[src/rtl/long_inst_wb_arb.sv]
// Round-robin writeback/commit arbiter for long-latency units sharing one regfile write port.
// Optional define LONG_WB_BYPASS_EN lets an idle port commit a fresh grant in the same cycle.
module long_inst_wb_arb #(
    parameter int NUM_REQ    = 3,
    parameter int DATA_WIDTH = 32,
    parameter int ID_WIDTH   = 2
) (
    input  logic                          clk,
    input  logic                          rst_n,
    input  logic [NUM_REQ-1:0]            req_valid_i,
    output logic [NUM_REQ-1:0]            req_ready_o,
    input  logic [NUM_REQ*5-1:0]          req_rd_addr_i,
    input  logic [NUM_REQ*DATA_WIDTH-1:0] req_data_i,
    input  logic [NUM_REQ*ID_WIDTH-1:0]   req_id_i,
    input  logic                          wb_port_busy_i,
    output logic                          reg_we_o,
    output logic [4:0]                    reg_waddr_o,
    output logic [DATA_WIDTH-1:0]         reg_wdata_o,
    output logic                          commit_valid_o,
    output logic [ID_WIDTH-1:0]           commit_id_o
);

    localparam int PTR_W = (NUM_REQ > 1) ? $clog2(NUM_REQ) : 1;
    localparam logic [PTR_W:0]   L_NUM  = (PTR_W+1)'(NUM_REQ);
    localparam logic [PTR_W-1:0] L_LAST = PTR_W'(NUM_REQ - 1);

    logic                  r_out_valid;
    logic [4:0]            r_out_rd;
    logic [DATA_WIDTH-1:0] r_out_data;
    logic [ID_WIDTH-1:0]   r_out_id;
    logic [PTR_W-1:0]      r_rr_ptr;

    logic [2*NUM_REQ-1:0]  w_dbl;
    logic [NUM_REQ-1:0]    w_rot;
    logic                  w_any;
    logic [PTR_W-1:0]      w_off;
    logic [PTR_W:0]        w_sum;
    logic [PTR_W:0]        w_sum_wrap;
    logic [PTR_W-1:0]      w_win;
    logic [4:0]            w_win_rd;
    logic [DATA_WIDTH-1:0] w_win_data;
    logic [ID_WIDTH-1:0]   w_win_id;
    logic                  w_fire;
    logic                  w_can_accept;
    logic                  w_grant;
    logic                  w_bypass;
    logic [4:0]            w_rd_sel;

    assign w_fire       = r_out_valid & ~wb_port_busy_i;
    assign w_can_accept = ~r_out_valid | w_fire;

    // Rotate the request vector so bit k is the unit k steps after rr_ptr.
    assign w_dbl = {req_valid_i, req_valid_i};
    assign w_rot = NUM_REQ'(w_dbl >> r_rr_ptr);

    always_comb begin
        w_any = 1'b0;
        w_off = '0;
        for (int k = NUM_REQ - 1; k >= 0; k--) begin
            if (w_rot[k]) begin
                w_any = 1'b1;
                w_off = PTR_W'(k);
            end
        end
    end

    assign w_sum      = {1'b0, r_rr_ptr} + {1'b0, w_off};
    assign w_sum_wrap = w_sum - L_NUM;
    assign w_win      = (w_sum >= L_NUM) ? w_sum_wrap[PTR_W-1:0] : w_sum[PTR_W-1:0];

    always_comb begin
        w_win_rd   = '0;
        w_win_data = '0;
        w_win_id   = '0;
        for (int i = 0; i < NUM_REQ; i++) begin
            if (w_win == PTR_W'(i)) begin
                w_win_rd   = req_rd_addr_i[5*i +: 5];
                w_win_data = req_data_i[DATA_WIDTH*i +: DATA_WIDTH];
                w_win_id   = req_id_i[ID_WIDTH*i +: ID_WIDTH];
            end
        end
    end

    // Gating with rst_n keeps ready and any bypassed commit quiet during reset.
    assign w_grant = w_any & w_can_accept & rst_n;

    always_comb begin
        req_ready_o = '0;
        for (int i = 0; i < NUM_REQ; i++) begin
            req_ready_o[i] = w_grant & (w_win == PTR_W'(i));
        end
    end

`ifdef LONG_WB_BYPASS_EN
    assign w_bypass = w_grant & ~r_out_valid & ~wb_port_busy_i;
`else
    assign w_bypass = 1'b0;
`endif

    assign w_rd_sel       = w_bypass ? w_win_rd : r_out_rd;
    assign commit_valid_o = w_fire | w_bypass;
    assign commit_id_o    = w_bypass ? w_win_id : r_out_id;
    assign reg_we_o       = commit_valid_o & (w_rd_sel != 5'd0);
    assign reg_waddr_o    = w_rd_sel;
    assign reg_wdata_o    = w_bypass ? w_win_data : r_out_data;

    always_ff @(posedge clk or negedge rst_n) begin
        if (!rst_n) begin
            r_out_valid <= 1'b0;
            r_out_rd    <= '0;
            r_out_data  <= '0;
            r_out_id    <= '0;
            r_rr_ptr    <= '0;
        end else begin
            if (w_grant && !w_bypass) begin
                r_out_valid <= 1'b1;
                r_out_rd    <= w_win_rd;
                r_out_data  <= w_win_data;
                r_out_id    <= w_win_id;
            end else if (w_fire) begin
                r_out_valid <= 1'b0;
            end
            if (w_grant) begin
                r_rr_ptr <= (w_win == L_LAST) ? '0 : w_win + 1'b1;
            end
        end
    end

endmodule
[config.mk]
export PLATFORM = sky130hd
export DESIGN_NAME = long_inst_wb_arb
export DESIGN_NICKNAME = d
export VERILOG_FILES = /design/src/rtl/long_inst_wb_arb.sv
export SDC_FILE = /design/constraint.sdc
export NUM_CORES = 1
export LEC_CHECK = 0
export BUFFER_PORTS_ARGS = -buffer_cell sky130_fd_sc_hd__buf_4
export CELL_PAD_IN_SITES_DETAIL_PLACEMENT = 1
export CELL_PAD_IN_SITES_GLOBAL_PLACEMENT = 1
export CORE_ASPECT_RATIO = 1.5
export CORE_MARGIN = 1
export CORE_UTILIZATION = 31
export CTS_BUF_LIST = sky130_fd_sc_hd__clkbuf_8
export DETAILED_ROUTE_END_ITERATION = 8
export GPL_TIMING_DRIVEN = 0
export PLACE_DENSITY = 0.84
export SYNTH_ARGS = -nofsm -noshare
export SYNTH_HDL_FRONTEND = slang
export SYNTH_SLANG_ARGS = --single-unit
[constraint.sdc]
create_clock -name clk -period 5.2 [get_ports clk]
set_input_delay 1.04 -clock clk [delete_from_list [all_inputs] [get_ports clk]]
set_output_delay 1.04 -clock clk [all_outputs]
set_load 0.02 [all_outputs]
# Word level (Yosys, flattened, before mapping)
# Cells that the tools add are included.
# Widths: inputs -> output; s select.
# word_totals
inputBits,123
wordCells,44
output_inout_bits,44
ff_bits,42
# classes
n_reduce_logical,3
add_sub_neg,3
eq_ne,2
n_shift,1
bitwise_logic,10
order_cmp,1
mux,19
# ops
op,n
$mux 32,3
$mux 2,8
$mux 5,3
$and 1x1->1,7
$shr 6x2->3,1
$mux 1,5
$reduce_bool 5->1,1
$add 2x2->3,1
$ge 3x2->1 const B,1
$add 2x1->2 const B,1
$eq 2x1->1 const B,1
$eq 2x2->1 const B,1
$logic_not 2->1,1
$not 1->1,2
$reduce_bool 2->1,1
$sub 2x2->2 const B,1
$or 1x1->1,1

# Depth between registers and ports, before layout
# logic_depth
ltp_word,11
ltp_mapped,16
depth_no_buf,14

# Worst setup path after synthesis
# Ideal clock, no wire load.
# synth_path
path_kind,input -> output
from,input req_valid_i[0]
to,output req_ready_o[0]
path_stages,12
t_required_ps,4160
t_arrival_ps,3442
n_path_buf,1
setup_slack_ps,718
cell_sequence,nand2b_1 > mux2_2 > a21oi_1 > ha_1 > inv_1 > fa_1 > inv_1 > ha_1 > nand2b_1 > mux2_2 > nor2_1 > buf_2
# synth_between
elab_chain_cells,9
# synth_lines
element,line,rtl
start: declaration,10,"input logic [NUM_REQ-1:0] req_valid_i,"
$shr 6x2->3 *,54,assign w_rot = NUM_REQ'(w_dbl >> r_rr_ptr);
$mux 2 (3 in series),60,if (w_rot[k]) begin
$add 2x2->3,67,"assign w_sum = {1'b0, r_rr_ptr} + {1'b0, w_off};"
$ge 3x2->1 / $sub 2x2->2 (equally long branches),"69, 68",
$mux 2,69,assign w_win = (w_sum >= L_NUM) ? w_sum_wrap[PTR_W-1:0] : w_sum[PTR_W-1:0];
$logic_not 2->1,90,req_ready_o[i] = w_grant & (w_win == PTR_W'(i));
$and 1x1->1 *,90,
end: declaration,11,"output logic [NUM_REQ-1:0] req_ready_o,"
# Every way passes the cells marked *; elsewhere a longest branch is shown, timed or not.

# Final worst setup path
# layout_path
from,input req_valid_i[0]
to,output req_ready_o[1]
# layout_between
elab_chain_cells,9
# layout_lines
element,line
$shr 6x2->3 *,54
$mux 2 (3 in series),60
$add 2x2->3,67
$ge 3x2->1 / $sub 2x2->2 (equally long branches),"69, 68"
$mux 2,69
$eq 2x1->1,90
$and 1x1->1 *,90
# Marks and branches as above.

==> results.md <==
* Peak supply drop at 0.3658 mV
* Core ar. at 8108 µm²
* Worst setup startpoint: req_valid_i[0]
* Crit path launch type: primary input
* Vias at 2713
* Diode count at 0
* Final Setup Violations at 0
* Residual DRC at 0
* Number of port buffers at 166
* Cells after DPL at 532
* Crit path time final at 5.000 ns
* Setup TNS at 0 ns
* Fraction of layout instances using a drive strength above 1 at 46.67%
* Clock Root Buffer: clkbuf_8
* WS Path Type: in -> out
* Total CTS buffers at 5
* Met3 GRT Util at 4.143%
* H-tree depth at 2
* Average cell area after synthesis at 10.03 µm²
* Wire per inst at 16.52 µm
* Bufs on Longest Clock Path at 2
* Cells after Synth at 261
* Hold_buf cts at 0
* Worst Hold Launch: reg_wdata_o[9]
* I/O pins at 167
* Grt ovf at 0
* Syn_nets at 387
* Actual slew at the worst max-slew pin at 0.6239 ns
* Worst EP required at 4.16 ns
* Worst clock skew at 0.004956 ns
* Launching point of the worst reg2reg path: r_rr_ptr[0]
* Largest net degree at the start of global routing at 45
* Mapped cell area at 2618 µm²
* Layout Area Growth over Synthesis at 58.27%
* CTS tree: yes
* Initial antenna violation count at 0
* Initial core utilization at 32.28%
* Crit path arrival time at 3.96 ns
* Die Height at 114.5 µm
* GPL Wtd Cong at 0.7317
* Synth Flop Type: dfrtp_1
* Worst skew pair latency at 0.29 ns
* Via density at 5.024
* Synth warnings at 0
* DR pass1 iterations at 4
* Gr busiest metal: met2
* Final wirelength at 8.921 mm
* Crit end category: output pin
* Power Density at 692.9 nW/µm²
* First-pass GRT wire length at 14.30 mm
* Sink Count at 42
* Starting DRT DRC Count at 55
* Vias in the first global route at 2969
* LEAKAGE at 0.002201 µW
* Met1 Use GR at 22.50%
* DP HPWL at 7.054 mm
* HP Class: reg -> reg
* Met2 usage at 39.40%
* Max FO, Critical Path at 10
* Ys async rst share at 100.0%
* Final Hold Viols at 0
* Clock-pin slew on the worst setup and hold paths at 0.08 ns
* Die area at 8822 µm²
* Fmax at 200.0 MHz
* Finished Layout Cells at 540
* Flops & latches, synth at 42
* Total GRT Usage at 20.31%
* RSZ-0062 raised after global routing: no
* Yosys cell types at 36
* Period utilization at 96.16%
* EDFF count, synth at 0
* Outcome: complete, no violations
* Standard-cell rows at 40
* Final Max Slew Viols at 0
* Max-cap violation count at 0
* Register area share after synthesis at 40.15%
* Final ANT Viol Nets at 0
* Slew headroom at 58.34%
* Final net count at 560
* DIE WIDTH at 77.03 µm
## timing repair
item                       CTS  global route
setup endpoints to repair    0             1
buffers inserted             0             0
resized for setup            0             2
## power breakdown
group / total, µW / switching, µW / internal [µW]
clock: 323 / 118 / 205
combinational: 1960 / 1090 / 874
sequential: 588 / 97.7 / 490
## cell families (layout without fill, tap and decap cells)
logic type / count (synthesis) / in the layout / share of synthesized area (%)
AO/OA/AOI/OAI: 64 / 64 / 23.61
adder cells (fa/ha/maj): 3 / 3 / 1.721
buffers and inverters: 64 / 238 / 10.61
flip-flops: 42 / 42 / 40.15
multiplexers: 41 / 41 / 15.77
AND/OR/NAND/NOR: 47 / 47 / 8.126
## routing by layer
layer	part of all wire, %	wire (µm)
met5	0	0
met4	1.0	89
met3	6.3	561
met2	54	4819
met1	39	3450
## cell usage after synthesis, drive strengths merged (2+ instances only)
master | count | share of area [%]
nand2b | 4 | 0.96
dfrtp | 42 | 40
nor2 | 3 | 0.43
mux2i | 39 | 15
o21ai | 2 | 0.38
a21oi | 2 | 0.38
a21o | 2 | 0.57
nand2 | 31 | 4.4
buf | 14 | 3.4
a221o | 11 | 4.2
mux2 | 2 | 0.86
nor2b | 2 | 0.48
ha | 2 | 0.96
o22ai | 2 | 0.48
o2111ai | 11 | 3.7
inv | 43 | 6.2
o221ai | 28 | 12
o211ai | 2 | 0.76
clkbuf | 7 | 1.0
## registers in the layout (all words and copies together) (netlist names)
signal and count:
commit_id_o 2, reg_wdata_o 32, reg_waddr_o 5, r_out_valid 1, r_rr_ptr 2
## cell usage in the layout (no fill, tap or decap), types with 2 or more instances in the layout
master and n:
buf_4 169, inv_1 42, dfrtp_1 42, mux2i_1 39, nand2_1 31, o221ai_1 19
o2111ai_1 11, a221o_1 11, o221ai_2 9, buf_2 8, clkbuf_1 7, clkbuf_8 6
nand2b_1 4, o22ai_1 2, a21oi_1 2, mux2_2 2, nor2_1 2, nor2b_1 2
a21o_1 2, buf_6 2, o21ai_0 2, ha_1 2, bufinv_16 2
## cell type report
cell class                      instances  area, µm²
Tap cell                              105      131.4
Multi-Input combinational cell        155       1291
Clock inverter                          2      60.06
Sequential cell                        42       1051
Timing Repair Buffer                  166       1246
Clock buffer                            6      82.58
Fill cell                             966       3965
Buffer                                 21      118.9
Inverter                               43      161.4
## metrics by stage
stage	hold WS, ns	utilization (%)	area (µm²)	setup slack, ns	total power, µW
after floorplan	0.4836	-	2618	0.7178	1919
after global placement	0.4710	49.27	3995	0.2248	2490
after detailed placement	0.4795	49.27	3995	0.1073	2577
after CTS	0.4998	51.03	4138	0.09089	2907
after global routing	0.5241	51.10	4143	0.01988	3097
final	0.4931	51.10	4143	0.1999	2870
## critical path, cell delays in order
cell and delay, ns:
buf_4 0.13, nand2b_1 0.16, mux2_2 0.27, a21oi_1 0.16
ha_1 0.16, inv_1 0.05, fa_1 0.50, inv_1 0.09
ha_1 0.18, nor2b_1 0.05, buf_2 0.15, or3_1 0.31
a21o_1 0.23, inv_2 0.08, buf_2 0.22, buf_4 0.18
## path summary, 6_finish.rpt
check / slack (ns) / cells after the start / to
max: 0.20 / 16 / req_ready_o[1]
min: 0.49 / 2 / reg_wdata_o[9]
max reg2reg: 1.56 / 13 / reg_wdata_o[5]
min reg2reg: 0.49 / 2 / reg_wdata_o[9]
max in group asynchronous: 4.04 / 1 / r_rr_ptr[0]
min in group asynchronous: 0.75 / 1 / reg_wdata_o[9]
No activity file was read; power rests on OpenSTA's default activity.
